[src/rtl/cpu6_useq_pkg.sv]
// Shared definitions for the cpu6 microprogram sequencer.
package cpu6_useq_pkg;

   // Instruction encodings on the op input
   localparam logic [2:0] OP_CONT = 3'd0;
   localparam logic [2:0] OP_JUMP = 3'd1;
   localparam logic [2:0] OP_CALL = 3'd2;
   localparam logic [2:0] OP_RET  = 3'd3;
   localparam logic [2:0] OP_LDCT = 3'd4;
   localparam logic [2:0] OP_RPCT = 3'd5;
   localparam logic [2:0] OP_JMAP = 3'd6;
   localparam logic [2:0] OP_JREG = 3'd7;

   // Bit positions inside the sticky fault vector
   localparam int FAULT_OVF = 0;
   localparam int FAULT_UNF = 1;

endpackage

[src/rtl/cpu6_useq_stack.sv]
// Return-address LIFO. A push while full is dropped and a pop while empty
// is ignored; both raise a sticky fault bit that only reset clears.
module cpu6_useq_stack
   import cpu6_useq_pkg::*;
#(
   parameter int ADDR_W = 11,
   parameter int DEPTH  = 4
) (
   input  logic              clock,
   input  logic              reset,
   input  logic              push,
   input  logic              pop,
   input  logic [ADDR_W-1:0] push_data,
   output logic [ADDR_W-1:0] tos,
   output logic              full,
   output logic              empty,
   output logic [1:0]        fault
);

   localparam int SP_W  = $clog2(DEPTH + 1);
   localparam int IDX_W = (DEPTH > 1) ? $clog2(DEPTH) : 1;

   logic [ADDR_W-1:0] mem [DEPTH];
   logic [SP_W-1:0]   sp;
   logic [IDX_W-1:0]  wr_idx;
   logic [IDX_W-1:0]  top_idx;

   assign full    = (sp == SP_W'(DEPTH));
   assign empty   = (sp == '0);
   assign wr_idx  = IDX_W'(sp);
   assign top_idx = IDX_W'(sp - SP_W'(1));
   // An empty stack reads as zero so an underflowing return vectors to 0
   assign tos     = empty ? '0 : mem[top_idx];

   // Entry storage; no reset needed since sp gates every read
   always_ff @(posedge clock) begin
      if (push && !full)
         mem[wr_idx] <= push_data;
   end

   // Stack pointer movement and sticky fault capture
   always_ff @(posedge clock or posedge reset) begin
      if (reset) begin
         sp    <= '0;
         fault <= 2'b00;
      end else begin
         if (push && !full)
            sp <= sp + SP_W'(1);
         else if (pop && !empty)
            sp <= sp - SP_W'(1);
         if (push && full)
            fault[FAULT_OVF] <= 1'b1;
         if (pop && empty)
            fault[FAULT_UNF] <= 1'b1;
      end
   end

endmodule

[src/rtl/cpu6_microsequencer.sv]
// Single-block microprogram sequencer driving the microcode ROM address.
// y_out is combinational; uPC, loop counter, R and the return stack
// update on the rising clock edge.
module cpu6_microsequencer
   import cpu6_useq_pkg::*;
#(
   parameter int ADDR_W      = 11,
   parameter int STACK_DEPTH = 4,
   parameter int CNT_W       = 11
) (
   input  logic              clock,
   input  logic              reset,
   input  logic              clear,
   input  logic              hold,
   input  logic [2:0]        op,
   input  logic              cc_en,
   input  logic              cc_pol,
   input  logic              cond,
   input  logic              cin,
   input  logic [ADDR_W-1:0] d_in,
   input  logic [ADDR_W-1:0] or_in,
   input  logic [ADDR_W-1:0] map_in,
   input  logic [ADDR_W-1:0] r_in,
   input  logic              r_load,
   output logic [ADDR_W-1:0] y_out,
   output logic              cnt_zero,
   output logic              stack_full,
   output logic              stack_empty,
   output logic [1:0]        fault
);

   logic [ADDR_W-1:0] upc;
   logic [ADDR_W-1:0] r_reg;
   logic [CNT_W-1:0]  cnt;
   logic [ADDR_W-1:0] y_op;
   logic [ADDR_W-1:0] tos;
   logic              pass;
   logic              run;
   logic              push;
   logic              pop;
   logic              cnt_load;
   logic              cnt_dec;

   assign pass     = ~cc_en | (cond ^ cc_pol);
   // clear and hold both suppress every side effect of op
   assign run      = ~hold & ~clear;
   assign cnt_zero = (cnt == '0);

   // Decode op into a candidate address and the side effects it requests
   always_comb begin
      y_op     = upc;
      push     = 1'b0;
      pop      = 1'b0;
      cnt_load = 1'b0;
      cnt_dec  = 1'b0;
      case (op)
         OP_JUMP: if (pass) y_op = d_in | or_in;
         OP_CALL: if (pass) begin
            y_op = d_in | or_in;
            push = 1'b1;
         end
         OP_RET: if (pass) begin
            y_op = tos;
            pop  = 1'b1;
         end
         OP_LDCT: cnt_load = 1'b1;
         OP_RPCT: if (!cnt_zero) begin
            y_op    = d_in;
            cnt_dec = 1'b1;
         end
         OP_JMAP: y_op = map_in;
         OP_JREG: if (pass) y_op = r_reg;
         default: y_op = upc;
      endcase
   end

   // Output priority: reset/clear, then hold, then the decoded op
   always_comb begin
      if (reset || clear)
         y_out = '0;
      else if (hold)
         y_out = upc;
      else
         y_out = y_op;
   end

   // uPC follows the issued address plus carry-in, wrapping at 2^ADDR_W
   always_ff @(posedge clock or posedge reset) begin
      if (reset)
         upc <= '0;
      else if (!hold)
         upc <= y_out + ADDR_W'(cin);
   end

   // Loop counter: load, or decrement toward zero without wrapping
   always_ff @(posedge clock or posedge reset) begin
      if (reset)
         cnt <= '0;
      else if (run && cnt_load)
         cnt <= CNT_W'(d_in);
      else if (run && cnt_dec && !cnt_zero)
         cnt <= cnt - CNT_W'(1);
   end

   // Address register loads regardless of hold; JREG sees the old value
   always_ff @(posedge clock or posedge reset) begin
      if (reset)
         r_reg <= '0;
      else if (r_load)
         r_reg <= r_in;
   end

   cpu6_useq_stack #(
      .ADDR_W (ADDR_W),
      .DEPTH  (STACK_DEPTH)
   ) u_stack (
      .clock     (clock),
      .reset     (reset),
      .push      (push & run),
      .pop       (pop & run),
      .push_data (upc),
      .tos       (tos),
      .full      (stack_full),
      .empty     (stack_empty),
      .fault     (fault)
   );

endmodule

[config.mk]
export PLATFORM = sky130hd
export DESIGN_NAME = cpu6_microsequencer
export DESIGN_NICKNAME = d
export VERILOG_FILES = /design/src/rtl/cpu6_useq_pkg.sv /design/src/rtl/cpu6_useq_stack.sv /design/src/rtl/cpu6_microsequencer.sv
export SDC_FILE = /design/constraint.sdc
export NUM_CORES = 1
export LEC_CHECK = 0
export CORE_ASPECT_RATIO = 1.1
export CORE_UTILIZATION = 59
export CTS_CLUSTER_DIAMETER = 100
export DETAILED_ROUTE_END_ITERATION = 10
export PLACE_DENSITY_LB_ADDON = 0.2
export SLEW_MARGIN = 20
export SYNTH_ARGS = -nofsm -noshare
export SYNTH_HDL_FRONTEND = slang
export SYNTH_SLANG_ARGS = --single-unit
[constraint.sdc]
create_clock -name clock -period 6.4 [get_ports clock]
set_input_delay 0.96 -clock clock [delete_from_list [all_inputs] [get_ports clock]]
set_output_delay 0.96 -clock clock [all_outputs]
set_load 0.02 [all_outputs]
## After elaboration in Yosys (flattened, before gate mapping)

Memories as Yosys holds them, arrays and structs flattened.
Cells that the tools add are included.

| word-level totals | value |
|---|---|
| bits in registers | 38 |
| latch bits | 0 |
| memory bits (writable) | 44 |
| bits in read-only memories | 0 |
| input port bits | 56 |
| output and inout port bits | 16 |
| word-level logic and storage cells | 64 |
| memories | 1 |

| cells by class | value |
|---|---|
| $add $sub $neg | 4 |
| multiply operators | 0 |
| divide/modulo/power cells | 0 |
| magnitude comparators | 0 |
| equal/unequal tests | 8 |
| shifts and indexed selects | 0 |
| multiplexer cells | 20 |
| bitwise operators | 9 |
| reductions and logical operators | 16 |

Memories:

| name | depth | bits a word | rd ports | clocked after Yosys merged registers in | write ports | line | text |
|---|---|---|---|---|---|---|---|
| u_stack.mem | 4 | 11 | 1 | 0 | 1 | cpu6_useq_stack.sv:23 | `logic [ADDR_W-1:0] mem [DEPTH];` |

Operator list:

| kind | number |
|---|---|
| $mux W11 | 9 |
| $pmux W11 S5 | 1 |
| $eq A3 B3 Y1 const B | 5 |
| $add A11 B1 Y11 | 1 |
| $logic_not A11 Y1 | 1 |
| $or A11 B11 Y11 | 1 |
| $sub A11 B1 Y11 const B | 1 |
| $mux W1 | 8 |
| $logic_and A1 B1 Y1 | 7 |
| $eq A3 B2 Y1 const B | 2 |
| $mux W3 | 2 |
| $reduce_bool A2 Y1 | 2 |
| $add A3 B1 Y3 const B | 1 |
| $and A1 B1 Y1 | 3 |
| $eq A3 B1 Y1 const B | 1 |
| $logic_not A1 Y1 | 3 |
| $logic_not A3 Y1 | 1 |
| $not A1 Y1 | 3 |
| $sub A3 B1 Y3 const B | 1 |
| $reduce_or A2 Y1 | 1 |
| $logic_or A1 B1 Y1 | 1 |
| $or A1 B1 Y1 | 1 |
| $xor A1 B1 Y1 | 1 |

## Depth between registers and ports, before layout

Gate-level depths: netlist of run 1.

| logic depth | value |
|---|---|
| depth in word-level cells | 8 |
| depth in mapped cells | 17 |
| mapped depth without buffers | 15 |

## Cells and area by module

A second synthesis of run 1 with hierarchy kept.

| unflattened totals | value |
|---|---|
| cell total of the unflattened synthesis | 496 |
| area, all modules | 4954.8 um^2 |

Modules (own cells, without submodules):

| module | times used | cells an instance | area an instance (um^2) | sequential area each (um^2) |
|---|---|---|---|---|
| cpu6_microsequencer | 1 | 391 | 2930.3 | 825.8 |
| cpu6_useq_stack | 1 | 105 | 2024.4 | 1446.4 |

## Worst setup path after synthesis of run 1

OpenSTA, ideal clock, no wires.

| timing path | value |
|---|---|
| kind | reg-to-reg |
| start point | reg u_stack.sp[0] |
| end point | reg upc[10] |
| setup time | 0.127 ns |
| data arrival time | 3.736 ns |
| required time | 6.273 ns |
| setup slack | 2.537 ns |
| stages on the path, launching flop included | 18 |
| buffers on the path | 2 |
| clock period less this slack | 3.863 ns |
| path through | dfrtp_1 > buf_2 > inv_1 > ha_1 > clkbuf_1 > mux4_2 > nand2_1 > nand2_1 > nand2_1 > a31oi_1 > a21oi_1 > a21oi_1 > ha_1 > ha_1 > nand4_1 > nor4_1 > nor2_1 > nand3b_1 |

| on the way | value |
|---|---|
| longest elaborated chain between the ends | 8 |
| elaborated cells on any way between the ends | 9 |

RTL lines:

| what | line | text |
|---|---|---|
| from (decl) | cpu6_useq_stack.sv:24 | `logic [SP_W-1:0] sp;` |
| from (signal assigned) | cpu6_useq_stack.sv:48 | `sp <= sp + SP_W'(1);` |
| from (signal assigned) | cpu6_useq_stack.sv:50 | `sp <= sp - SP_W'(1);` |
| $sub A3 B1 Y3 | cpu6_useq_stack.sv:31 | `assign top_idx = IDX_W'(sp - SP_W'(1));` |
| $mem_v2 Z4 W11 | - |  |
| $mux W11 (*) | cpu6_useq_stack.sv:33 | `assign tos = empty ? '0 : mem[top_idx];` |
| $mux W11 (*) | cpu6_microsequencer.sv:62 | `OP_RET: if (pass) begin` |
| $pmux W11 S5 (*) | cpu6_microsequencer.sv:56 | `case (op)` |
| $mux W11 (*) | cpu6_microsequencer.sv:81 | `else if (hold)` |
| $mux W11 (*) | cpu6_microsequencer.sv:79 | `if (reset \|\| clear)` |
| via y_out[0] | cpu6_microsequencer.sv:25 | `output logic [ADDR_W-1:0] y_out,` |
| $add A11 B1 Y11 (*) | cpu6_microsequencer.sv:92 | `upc <= y_out + ADDR_W'(cin);` |
| to (signal assigned) | cpu6_microsequencer.sv:92 |  |
| to (decl) | cpu6_microsequencer.sv:32 | `logic [ADDR_W-1:0] upc;` |

The timed path passes the listed nets; every way through them passes the cells marked *.
A chain may end at the register's enable or synchronous reset.

## Worst setup path after layout of run 1

| timing path | value |
|---|---|
| start point | in op[1] |
| end point | out y_out[1] |

| on the way | value |
|---|---|
| longest elaborated chain between the ends | 5 |
| elaborated cells on any way between the ends | 10 |

RTL lines:

| what | line | text |
|---|---|---|
| from (decl) | cpu6_microsequencer.sv:15 | `input logic [2:0] op,` |
| $eq A3 B2 Y1 / $eq A3 B1 Y1 (equally long branches) | cpu6_microsequencer.sv:56 |  |
| $reduce_or A2 Y1 (no source line) | - |  |
| $pmux W11 S5 (*) | cpu6_microsequencer.sv:56 |  |
| $mux W11 (*) | cpu6_microsequencer.sv:81 |  |
| $mux W11 (*) | cpu6_microsequencer.sv:79 |  |
| to (decl) | cpu6_microsequencer.sv:25 |  |

Mark *: on every way between the ends. The rest lies on a longest branch, timed or not.

==> results of run 1 <==
stage by stage:
stage          utilization [%]  worst slack (ns)  total power, mW  cell area, µm²
5_1_grt                  72.96            0.6704            1.653            5742
3_5_place_dp             70.35             1.063            1.195            5537
4_1_cts                  72.96             1.038            1.579            5742
6_report                 72.96            0.8465            1.578            5742
2_1_floorplan                -             2.537            1.018            4768
3_3_place_gp             70.35             1.177            1.182            5537
worst register-to-register path, delay by kind of cell (launching register included):
family / cells / cell delay [ns]
AO/OA/AOI/OAI: 3 / 0.68
adder cells (fa/ha/maj): 2 / 0.50
flip-flops: 1 / 0.47
multiplexers: 1 / 0.19
AND/OR/NAND/NOR: 6 / 2.35
final cells by class:
class,instances,area (µm²)
clock buffers,9,123.9
clock inverters,7,81.33
repair buffers,75,740.7
flip-flops and latches,82,2272
fillers,583,2128
inverters,17,63.81
well taps,108,135.1
multi-input cells,321,2325
cell usage in the layout (no fill, tap or decap), types with 4 or more instances in the layout:
master / n
a21boi_0: 5
mux2_2: 14
a21oi_1: 21
nand3_1: 4
a311oi_1: 7
a31oi_1: 5
o21ai_0: 28
clkbuf_8: 9
o211ai_1: 9
nor2_1: 40
buf_4: 4
a21o_1: 7
clkdlybuf4s50_1: 71
mux2i_1: 9
nor4_1: 4
nand2_1: 40
and4_1: 4
o22ai_1: 4
mux4_2: 11
o221ai_1: 4
nand4_1: 4
xnor2_1: 8
or3_1: 6
edfxtp_1: 44
nor3b_1: 4
inv_1: 17
o21ai_1: 6
nand2b_1: 4
nor3_1: 4
and2_1: 4
dfrtp_1: 38
ha_1: 8
o31ai_1: 4
where the power goes:
part           internal [mW]  total (mW)  switching [mW]
clock network          0.156       0.388           0.232
logic                  0.245       0.522           0.277
registers              0.610       0.668          0.0579
cells by family after synthesis:
kind of cell               after synthesis
buffers and inverters                   43
AOI/OAI and AO/OA                      136
adders and majority gates                8
muxes                                   34
xor gates and xnor gates                11
and+or+nand+nor                        132
DFF                                     82
how the worst min path moves through the flow:
stage	from	to	cells after the start
after floorplan	r_reg[10]$_DFFE_PP0P_	r_reg[10]$_DFFE_PP0P_	1
after global placement	u_stack.fault[0]$_DFFE_PP0P_	u_stack.fault[0]$_DFFE_PP0P_	1
after detailed placement	u_stack.fault[1]$_DFFE_PP0P_	u_stack.fault[1]$_DFFE_PP0P_	1
after CTS	u_stack.fault[1]$_DFFE_PP0P_	u_stack.fault[1]$_DFFE_PP0P_	1
after global routing	u_stack.fault[1]$_DFFE_PP0P_	u_stack.fault[1]$_DFFE_PP0P_	1
final	u_stack.fault[1]$_DFFE_PP0P_	u_stack.fault[1]$_DFFE_PP0P_	1
layer usage:
layer | up-vias | track usage [%] | share of wire [%]
met4 | 0 | 16.53 | 3.8
met1 | 1948 | 48.44 | 43
li1 | 1832 | - | -
met3 | 38 | 6.604 | 8.1
met5 | - | 0 | 0
met2 | 242 | 51.49 | 45
==> flow_metrics.py, run 1 <==
metrics = {
    "outcome": {
        "status": "finished, final reports clean",
    },
    "timing": {
        "tightest_slew_ns": 1.032,
        "rsz0062_at_grt": "no",
        "whs_ns": 0.4628,
        "hold_viol": 0,
        "max_slew_margin_pct": 30.92,
        "max_freq_ghz": 0.1801,
        "period_needed_ns": 5.554,
        "skew_ns": 0.01026,
        "fin_crit_sh_pct": 86.77,
        "finalSetupTns_ns": 0,
        "slew_violations": 0,
        "setup-violations-final": 0,
    },
    "die": {
        "dieArea_mm2": 0.008446,
        "die_h_um": 96.29,
        "core_mm2": 0.007870,
        "placementRows": 34,
        "die_w_um": 87.72,
        "io_pins": 72,
        "initial_utilization_pct": 60.59,
    },
    "logic_synthesis": {
        "synth_top_cells_by_area": "edfxtp_1 (28%), dfrtp_1 (20%), mux4_2 (5.2%)",
        "ys_ff_latch": 82,
        "synth_top_area_share_pct": 27.71,
        "yosysUniqueCellTypes": 66,
        "synth_area_leader_cell": "edfxtp_1",
        "synthAdderAreaFrac_pct": 2.099,
        "synth_fp_nets": 510,
        "synth_edf_count": 44,
        "netlist_area_mm2": 0.004768,
        "synth_ff_type": "edfxtp_1",
        "yosys_warnings": 0,
        "synthMostInstantiatedCell": "edfxtp_1",
        "synth_seq_area_share_pct": 47.65,
        "synthXorXnorAreaFrac_pct": 2.020,
        "synth_top_family_by_area": "compound AO/OA/AOI/OAI gates",
        "synth_compound_area_share_pct": 19.84,
        "ys_top_cells_by_count": "edfxtp_1 (44), nand2_1 (40), nor2_1 (40), dfrtp_1 (38), o21ai_0 (28)",
        "ys_async_sr_fraction_pct": 46.34,
        "avgSynthCellArea_um2": 10.69,
        "synthCells": 446,
        "yosys.area_share.simple_pct": 14.41,
        "synth_mux_area_share_pct": 10.39,
    },
    "run": {
        "cap_violations": 0,
    },
    "final_layout": {
        "syn_to_final_growth_pct": 20.41,
        "final_cells": 619,
        "drive_gt1_share_pct": 10.96,
        "antennaDiodeCount": 0,
        "largest_reg_flops": 44,
        "nNetsFinal": 570,
        "top_register": "u_stack.mem",
    },
    "setup_path": {
        "worst-path-max-fanout": 28,
        "crit_path_frequent_cell": "clkdlybuf4s50_1",
        "crit_buf_inv": 2,
        "cp.arrival_ns": 4.59,
        "r2r_end": "upc[10]$_DFFE_PP0N_",
        "endpoint_kind": "output pin",
        "critical_path_class": "input port to output pin",
        "rr_startpoint": "cnt[4]$_DFFE_PP0P_",
        "setup.worst_path.start_class": "input port",
        "cp_top_family": "buffers and inverters",
        "startpoint": "op[1]",
        "crit_chain": "clkdlybuf4s50_1, nand2b_1, a21oi_1, o311ai_0, o211ai_1, o22ai_1, nor2_1, clkdlybuf4s50_1",
        "critPathRequiredTime_ns": 5.44,
        "cpPeakStageDelay_ns": 1.11,
        "crit_cells": 8,
        "r2r_slack_ns": 2.10,
        "endpoint": "y_out[1]",
        "worst_path_max_delay_cell": "clkdlybuf4s50_1",
        "rr_worst_depth": 12,
    },
    "place": {
        "dp_hpwl_um": 9831,
        "place.gp.congestion": 0.9085,
        "io_buffers": 71,
        "place_inst": 603,
    },
    "clock_network": {
        "cts_tree": "done",
        "numCtsBuffers": 9,
        "cts_sinks": 82,
        "htree_num_levels": 3,
        "cts_buffer_depth": 2,
        "clk_pin_slew_ns": 0.10,
        "cts-root-buf": "clkbuf_8",
        "cts_resized": 0,
        "post_cts_buffers": 0,
        "cts-hold-fix-buffers": 0,
        "worstSkewPairLatency_ns": 0.37,
    },
    "global_route": {
        "antenna_found_initial": 0,
        "grt_pass1_wl_um": 20840,
        "grt_pass1_vias": 3923,
        "grt_max_degree": 39,
        "overflow": 0,
        "grt_usage_pct": 34.48,
    },
    "power_and_ir_drop": {
        "ir_drop_mv": 0.2036,
        "power_density_mw_per_mm2": 274.8,
        "power.leakage_nw": 2.130,
    },
    "drt": {
        "drtPass1Iterations": 6,
        "ant_nets": 0,
        "drtIter0Drc": 479,
        "routed-via-count": 4060,
        "post-route-drc-count": 0,
        "postRouteWirelength_um": 13630,
        "wire_per_inst_um": 22.01,
        "viasPerCell": 6.559,
    },
    "hold_path": {
        "hold_path_class": "register to register",
    },
}
Power figures use the tool's default switching activity.
==> run 2: changes to the inputs <==
Settings changed: SLEW_MARGIN 20 to unset, SYNTH_HIERARCHICAL set to 1.
==> run 2 against run 1 <==
  * Clock power is 1% lower
  * Register-to-register slack better by 0.14 ns
  * Wire length is 0.15% lower
  * Fmax is 7.0% higher
  * Non-clock buffer count is 5 higher
  * Sequential power hardly changed
  * Combinational power is 18% higher
  * Via count is 6.2% higher
  * Largest cell class unchanged
  * Highest routed layer unchanged
  * Critical path type is now register to output pin
  * Sequential cell count stayed put
==> flow_metrics.py, run 2 <==
metrics = {
    "power_and_ir_drop": {
        "power.internal_mw": 1.059,
        "swShare_pct": 36.50,
        "combPwrFrac_pct": 36.9,
        "power.leakage_nw": 2.153,
        "power_density_mw_per_mm2": 281.2,
        "p_seq_share_pct": 40.1,
        "clockPowerShare_pct": 23.0,
        "switching_power_mw": 0.6087,
        "power_mw": 1.668,
        "ir_drop_mv": 0.1592,
    },
    "final_layout": {
        "fill_cells": 590,
        "final_cell_mix": "clkdlybuf4s50_1 (71), nand2_1 (51), edfxtp_1 (44)",
        "nNetsFinal": 622,
        "antennaDiodeCount": 0,
        "top_register": "u_stack/mem",
        "drive_gt1_share_pct": 11.39,
        "syn_to_final_growth_pct": 19.72,
        "utilization_pct": 73.78,
        "final_cells": 670,
        "final_common_cell": "clkdlybuf4s50_1",
        "finalInstanceArea_mm2": 0.005932,
        "largest_reg_flops": 44,
    },
    "setup_path": {
        "rr_worst_depth": 18,
        "rr_startpoint": "u_stack/sp[0]$_DFFE_PP0P_",
        "crit_path_frequent_cell": "nor2b_1",
        "worst_path_max_delay_cell": "ha_1",
        "critical_path_class": "register to output pin",
        "worst-path-max-fanout": 15,
        "r2r_slack_ns": 2.24,
        "setup.worst_path.start_class": "register",
        "crit_chain": "buf_4, inv_2, ha_1, mux4_2, nor2b_1, nor2b_1, nor3_1, o311ai_0, nand3_1, o31ai_1, inv_1, clkdlybuf4s50_1",
        "cp.arrival_ns": 4.23,
        "r2r_end": "upc[8]$_DFFE_PP0N_",
        "endpoint_kind": "output pin",
        "cpPeakStageDelay_ns": 0.65,
        "critPathRequiredTime_ns": 5.44,
    },
    "clock_network": {
        "cts_tree": "done",
        "htree_num_levels": 3,
        "cts-hold-fix-buffers": 0,
        "worstSkewPairLatency_ns": 0.37,
        "cts_buffer_depth": 2,
        "numCtsBuffers": 9,
        "cts_sinks": 82,
        "cts_resized": 0,
        "clk_pin_slew_ns": 0.10,
        "cts-root-buf": "clkbuf_8",
        "post_cts_buffers": 0,
    },
    "hold_path": {
        "worstHoldEndpoint": "u_stack/fault[0]$_DFFE_PP0P_",
        "hold-path-cell-count": 1,
        "hp-start": "u_stack/fault[0]$_DFFE_PP0P_",
        "hold_path_class": "register to register",
    },
    "drt": {
        "wire_per_inst_um": 20.31,
        "ant_nets": 0,
        "drtIter0Drc": 552,
        "top_layer_used": "met4",
        "route.met2.wl_um": 6234,
        "postRouteWirelength_um": 13610,
        "wl_met3_um": 1142,
        "wirelength_met1_um": 5696,
        "viasPerCell": 6.433,
        "routed-via-count": 4310,
        "drtPass1Iterations": 5,
        "post-route-drc-count": 0,
    },
    "logic_synthesis": {
        "yosysUniqueCellTypes": 70,
        "synth_edf_count": 44,
        "synth_top_area_share_pct": 26.67,
        "synth_area_leader_cell": "edfxtp_1",
        "yosys_warnings": 6,
        "ys_async_sr_fraction_pct": 46.34,
        "synth_seq_area_share_pct": 45.86,
        "synth_top_cells_by_area": "edfxtp_1 (27%), dfrtp_1 (19%), o21ai_0 (4.3%)",
        "ys_ff_latch": 82,
        "netlist_area_mm2": 0.004955,
        "synthMostInstantiatedCell": "nand2_1",
        "avgSynthCellArea_um2": 9.989,
        "synth_fp_nets": 561,
        "ys_top_cells_by_count": "nand2_1 (51), edfxtp_1 (44), o21ai_0 (43), dfrtp_1 (38), nor2_1 (28)",
        "synth_ff_type": "edfxtp_1",
        "synthCells": 496,
    },
    "outcome": {
        "status": "finished, final reports clean",
    },
    "global_route": {
        "overflow": 0,
        "grt_usage_pct": 32.01,
        "grt_max_degree": 25,
        "antenna_found_initial": 0,
        "grt_pass1_wl_um": 20570,
        "grt_pass1_vias": 3987,
    },
    "timing": {
        "hold_viol": 0,
        "tightest_slew_ns": 1.105,
        "max_freq_ghz": 0.1927,
        "finalSetupTns_ns": 0,
        "period_needed_ns": 5.189,
        "max_slew_margin_pct": 25.96,
        "rsz0062_at_grt": "no",
        "fin_crit_sh_pct": 81.08,
        "skew_ns": 0.01422,
        "setup-violations-final": 0,
        "slew_violations": 0,
    },
    "die": {
        "die_w_um": 89.38,
        "die_h_um": 98.12,
        "dieArea_mm2": 0.008769,
        "initial_utilization_pct": 61.62,
        "io_pins": 72,
        "placementRows": 34,
        "core_mm2": 0.008040,
    },
    "place": {
        "dp_hpwl_um": 9948,
        "place.gp.congestion": 0.9943,
        "place_inst": 654,
        "place_area_mm2": 0.005732,
        "io_buffers": 71,
    },
    "run": {
        "cap_violations": 0,
    },
}
[run 2: cell count changes after synthesis, sizes merged, moves of 5 or more]
cell / change
o21ai: +13
mux2i: -9
nand3: +21
o211ai: -5
nor3: +11
nor2: -12
nor2b: +18
and2: +7
nand2: +14
[run 2: power groups by stage]
| stage | registers [mW] | clock network (mW) | logic (mW) |
|---|---|---|---|
| floorplan | 0.676 | 0 | 0.411 |
| global placement | 0.676 | 0 | 0.592 |
| detailed placement | 0.680 | 0 | 0.606 |
| CTS | 0.669 | 0.389 | 0.611 |
| global route | 0.678 | 0.407 | 0.661 |
| finish | 0.669 | 0.384 | 0.615 |
[run 2: final cells by class]
class	instances	area (µm²)	area share, %
flip-flops and latches	82	2272	38.30
clock buffers	9	123.9	2.088
inverters	20	75.07	1.266
well taps	108	135.1	2.278
multi-input cells	364	2471	41.66
clock inverters	7	76.32	1.287
repair buffers	80	778.2	13.12
[run 2: per-stage QoR]
| step | setup slack [ns] | hold WS, ns |
|---|---|---|
| after floorplan | 2.205 | 0.4802 |
| after global placement | 1.313 | 0.4399 |
| after detailed placement | 1.322 | 0.4602 |
| after CTS | 1.222 | 0.4804 |
| after global routing | 1.004 | 0.4937 |
| final | 1.211 | 0.4752 |
[run 2: how the worst max path moves through the flow]
stage                                          from                  to  slack, ns  depth (start not counted)
after detailed placement                      op[0]            y_out[9]       1.32                          8
after floorplan                               op[1]  upc[8]$_DFFE_PP0N_       2.21                         16
final                     u_stack/sp[0]$_DFFE_PP0P_            y_out[9]       1.21                         12
after global routing      u_stack/sp[0]$_DFFE_PP0P_            y_out[9]       1.00                         12
after global placement                        op[0]            y_out[9]       1.31                          8
after CTS                 u_stack/sp[0]$_DFFE_PP0P_            y_out[9]       1.22                         12
[run 2: kinds of logic (layout without fill, tap and decap cells)]
kind of cell    count (synthesis)  after routing  synth area share [%]
flops                          82             82                 45.86
compound gates                126            126                 16.77
fa+ha+maj                       9              9                 2.273
buf+inv                        50            116                 4.369
mux                            26             26                 8.636
xor+xnor                       13             13                 2.298
simple gates                  190            190                 19.80
[run 2: metal layers]
metal | track usage (%) | vias up
met5 | 0 | -
met4 | 11.84 | 0
met3 | 6.762 | 46
met2 | 49.21 | 243
met1 | 44.68 | 2056
li1 | - | 1965
[run 2: critical path, delay by kind of cell (launching register included)]
family | cells | cell delay, ns
AO/OA/AOI/OAI | 2 | 0.93
flip-flops | 1 | 0.35
buffers and inverters | 4 | 1.02
AND/OR/NAND/NOR | 4 | 0.51
adder cells (fa/ha/maj) | 1 | 0.65
multiplexers | 1 | 0.38
==> patch (config.mk and constraints of run 1) <==
Set the parameter `CNT_W` to 9 (it was 11).
--- a/src/rtl/cpu6_microsequencer.sv
+++ b/src/rtl/cpu6_microsequencer.sv
@@ -6,7 +6,7 @@
 #(
    parameter int ADDR_W      = 11,
    parameter int STACK_DEPTH = 4,
-   parameter int CNT_W       = 11
+   parameter int CNT_W       = 9
 ) (
    input  logic              clock,
    input  logic              reset,
Formal check against the unedited RTL: not equivalent (Yosys sat finds a counterexample within 4 cycles, from zero or initial values and one cycle with reset high).
==> patch against run 1 <==
  * Fmax increased by 10%
  * Design area increased by 0.35%
  * Highest routed layer unchanged
  * Worst setup slack improved by 0.53 ns
  * Critical endpoint is now y_out[5]
  * Sequential power decreased by 0.7%
  * Die area increased by 0.36%
  * Power increased by 6.5%
  * Critical path type unchanged
  * Area after synthesis increased by 0.37%
  * Routed wire length increased by 3.5%
  * Sequential cell count decreased by 2
  * Count of clock-buffer cells in the layout increased by 1
==> patch: results <==
synth:
  synth_compound_gate_area_share_pct: 18.4
  syn_inst: 455
  synth_adder_area_share_pct: 2.35
  muxShareOfSynthArea_pct: 8.86
  synth_cell_types: 72
  ys_seq_area_share_pct: 46.4
  synthTopCellsByArea: "edfxtp_1 28%, dfrtp_1 19%, mux4_2 5.2%"
  ys_async_sr_fraction_pct: 45.0
  syn_nets: 520
  synthXorXnorAreaFrac_pct: 2.72
worst_hold_path:
  min_from: "u_stack.fault[0]"
  holdPathEnd: "u_stack.fault[0]"
final_layout:
  drive_above_1_share_pct: 12.4
  fin_nets: 585
  fillCellCount: 578
drt:
  firstDrtPassIters: 8
  routedWlPerCell_um: 22.3
  wl_met2_mm: 6.81
  wl_met1_mm: 5.46
  routed_wl_mm: 14.1
  vias_per_cell: 6.62
status:
  outcome: "complete, no violations"
timing:
  tightest_slew_ns: 1.01
  hold_ws_ns: 0.472
grt:
  grtUsageTotal_pct: 34.7
  grt_pass1_vias: 3867
  grt_pass1_wl_mm: 21.4
  grt_max_degree: 34
setup_path:
  rr_startpoint: "u_stack.sp[0]"
  reg2reg_slack_ns: 2.22
  reg2reg_depth: 17
  worstPathArrival_ns: 4.07
placement:
  globalplace.congestion: 0.999
  dp_cells: 617
  placed_area_um2: 5540
pwr:
  ir_drop_uv: 176
  power.leakage_nw: 2.12
## patch: layout make-up
cell class	instances	share of cell area [%]
multi-input cells	329	40.5
clock buffers	10	2.21
repair buffers	79	13.4
clock inverters	6	1.63
inverters	21	1.37
well taps	108	2.35
flip-flops and latches	80	38.6
## patch: cell families after synthesis
family	Yosys count
XOR/XNOR	14
multiplexers	27
adder cells (fa/ha/maj)	9
AO/OA/AOI/OAI	134
buffers and inverters	46
AND/OR/NAND/NOR	145
flip-flops	80
## patch: routing by layer
metal,GRT usage (%),up-vias
met5,0,-
met4,14.2,0
met3,6.46,40
met2,56.7,289
met1,45.5,1998
li1,-,1864
## patch: power breakdown
part	internal [mW]	switching (mW)
Sequential	0.596	0.0669
Combinational	0.266	0.333
Clock	0.223	0.196
## patch: how the worst max path moves through the flow
stage | end | slack, ns | cells past startpoint
after CTS | y_out[5] | 1.45 | 7
after floorplan | upc[10] | 2.31 | 18
after global routing | y_out[7] | 1.17 | 8
final | y_out[5] | 1.37 | 7
after detailed placement | y_out[5] | 1.46 | 7
after global placement | y_out[5] | 1.48 | 7
## patch: per-stage QoR
step / setup WS (ns) / util [%]
after floorplan: 2.31 / -
after global placement: 1.48 / 70.4
after detailed placement: 1.46 / 70.4
after CTS: 1.45 / 73.2
after global routing: 1.17 / 73.2
final: 1.37 / 73.2
## patch: worst max-delay path, cell delays in order
cell and delay (ns):
clkdlybuf4s50_1 0.73, xnor2_1 0.49, or2_1 0.30, o311ai_0 0.18, a211oi_1 0.65, nor3_1 0.17
clkdlybuf4s50_1 0.58
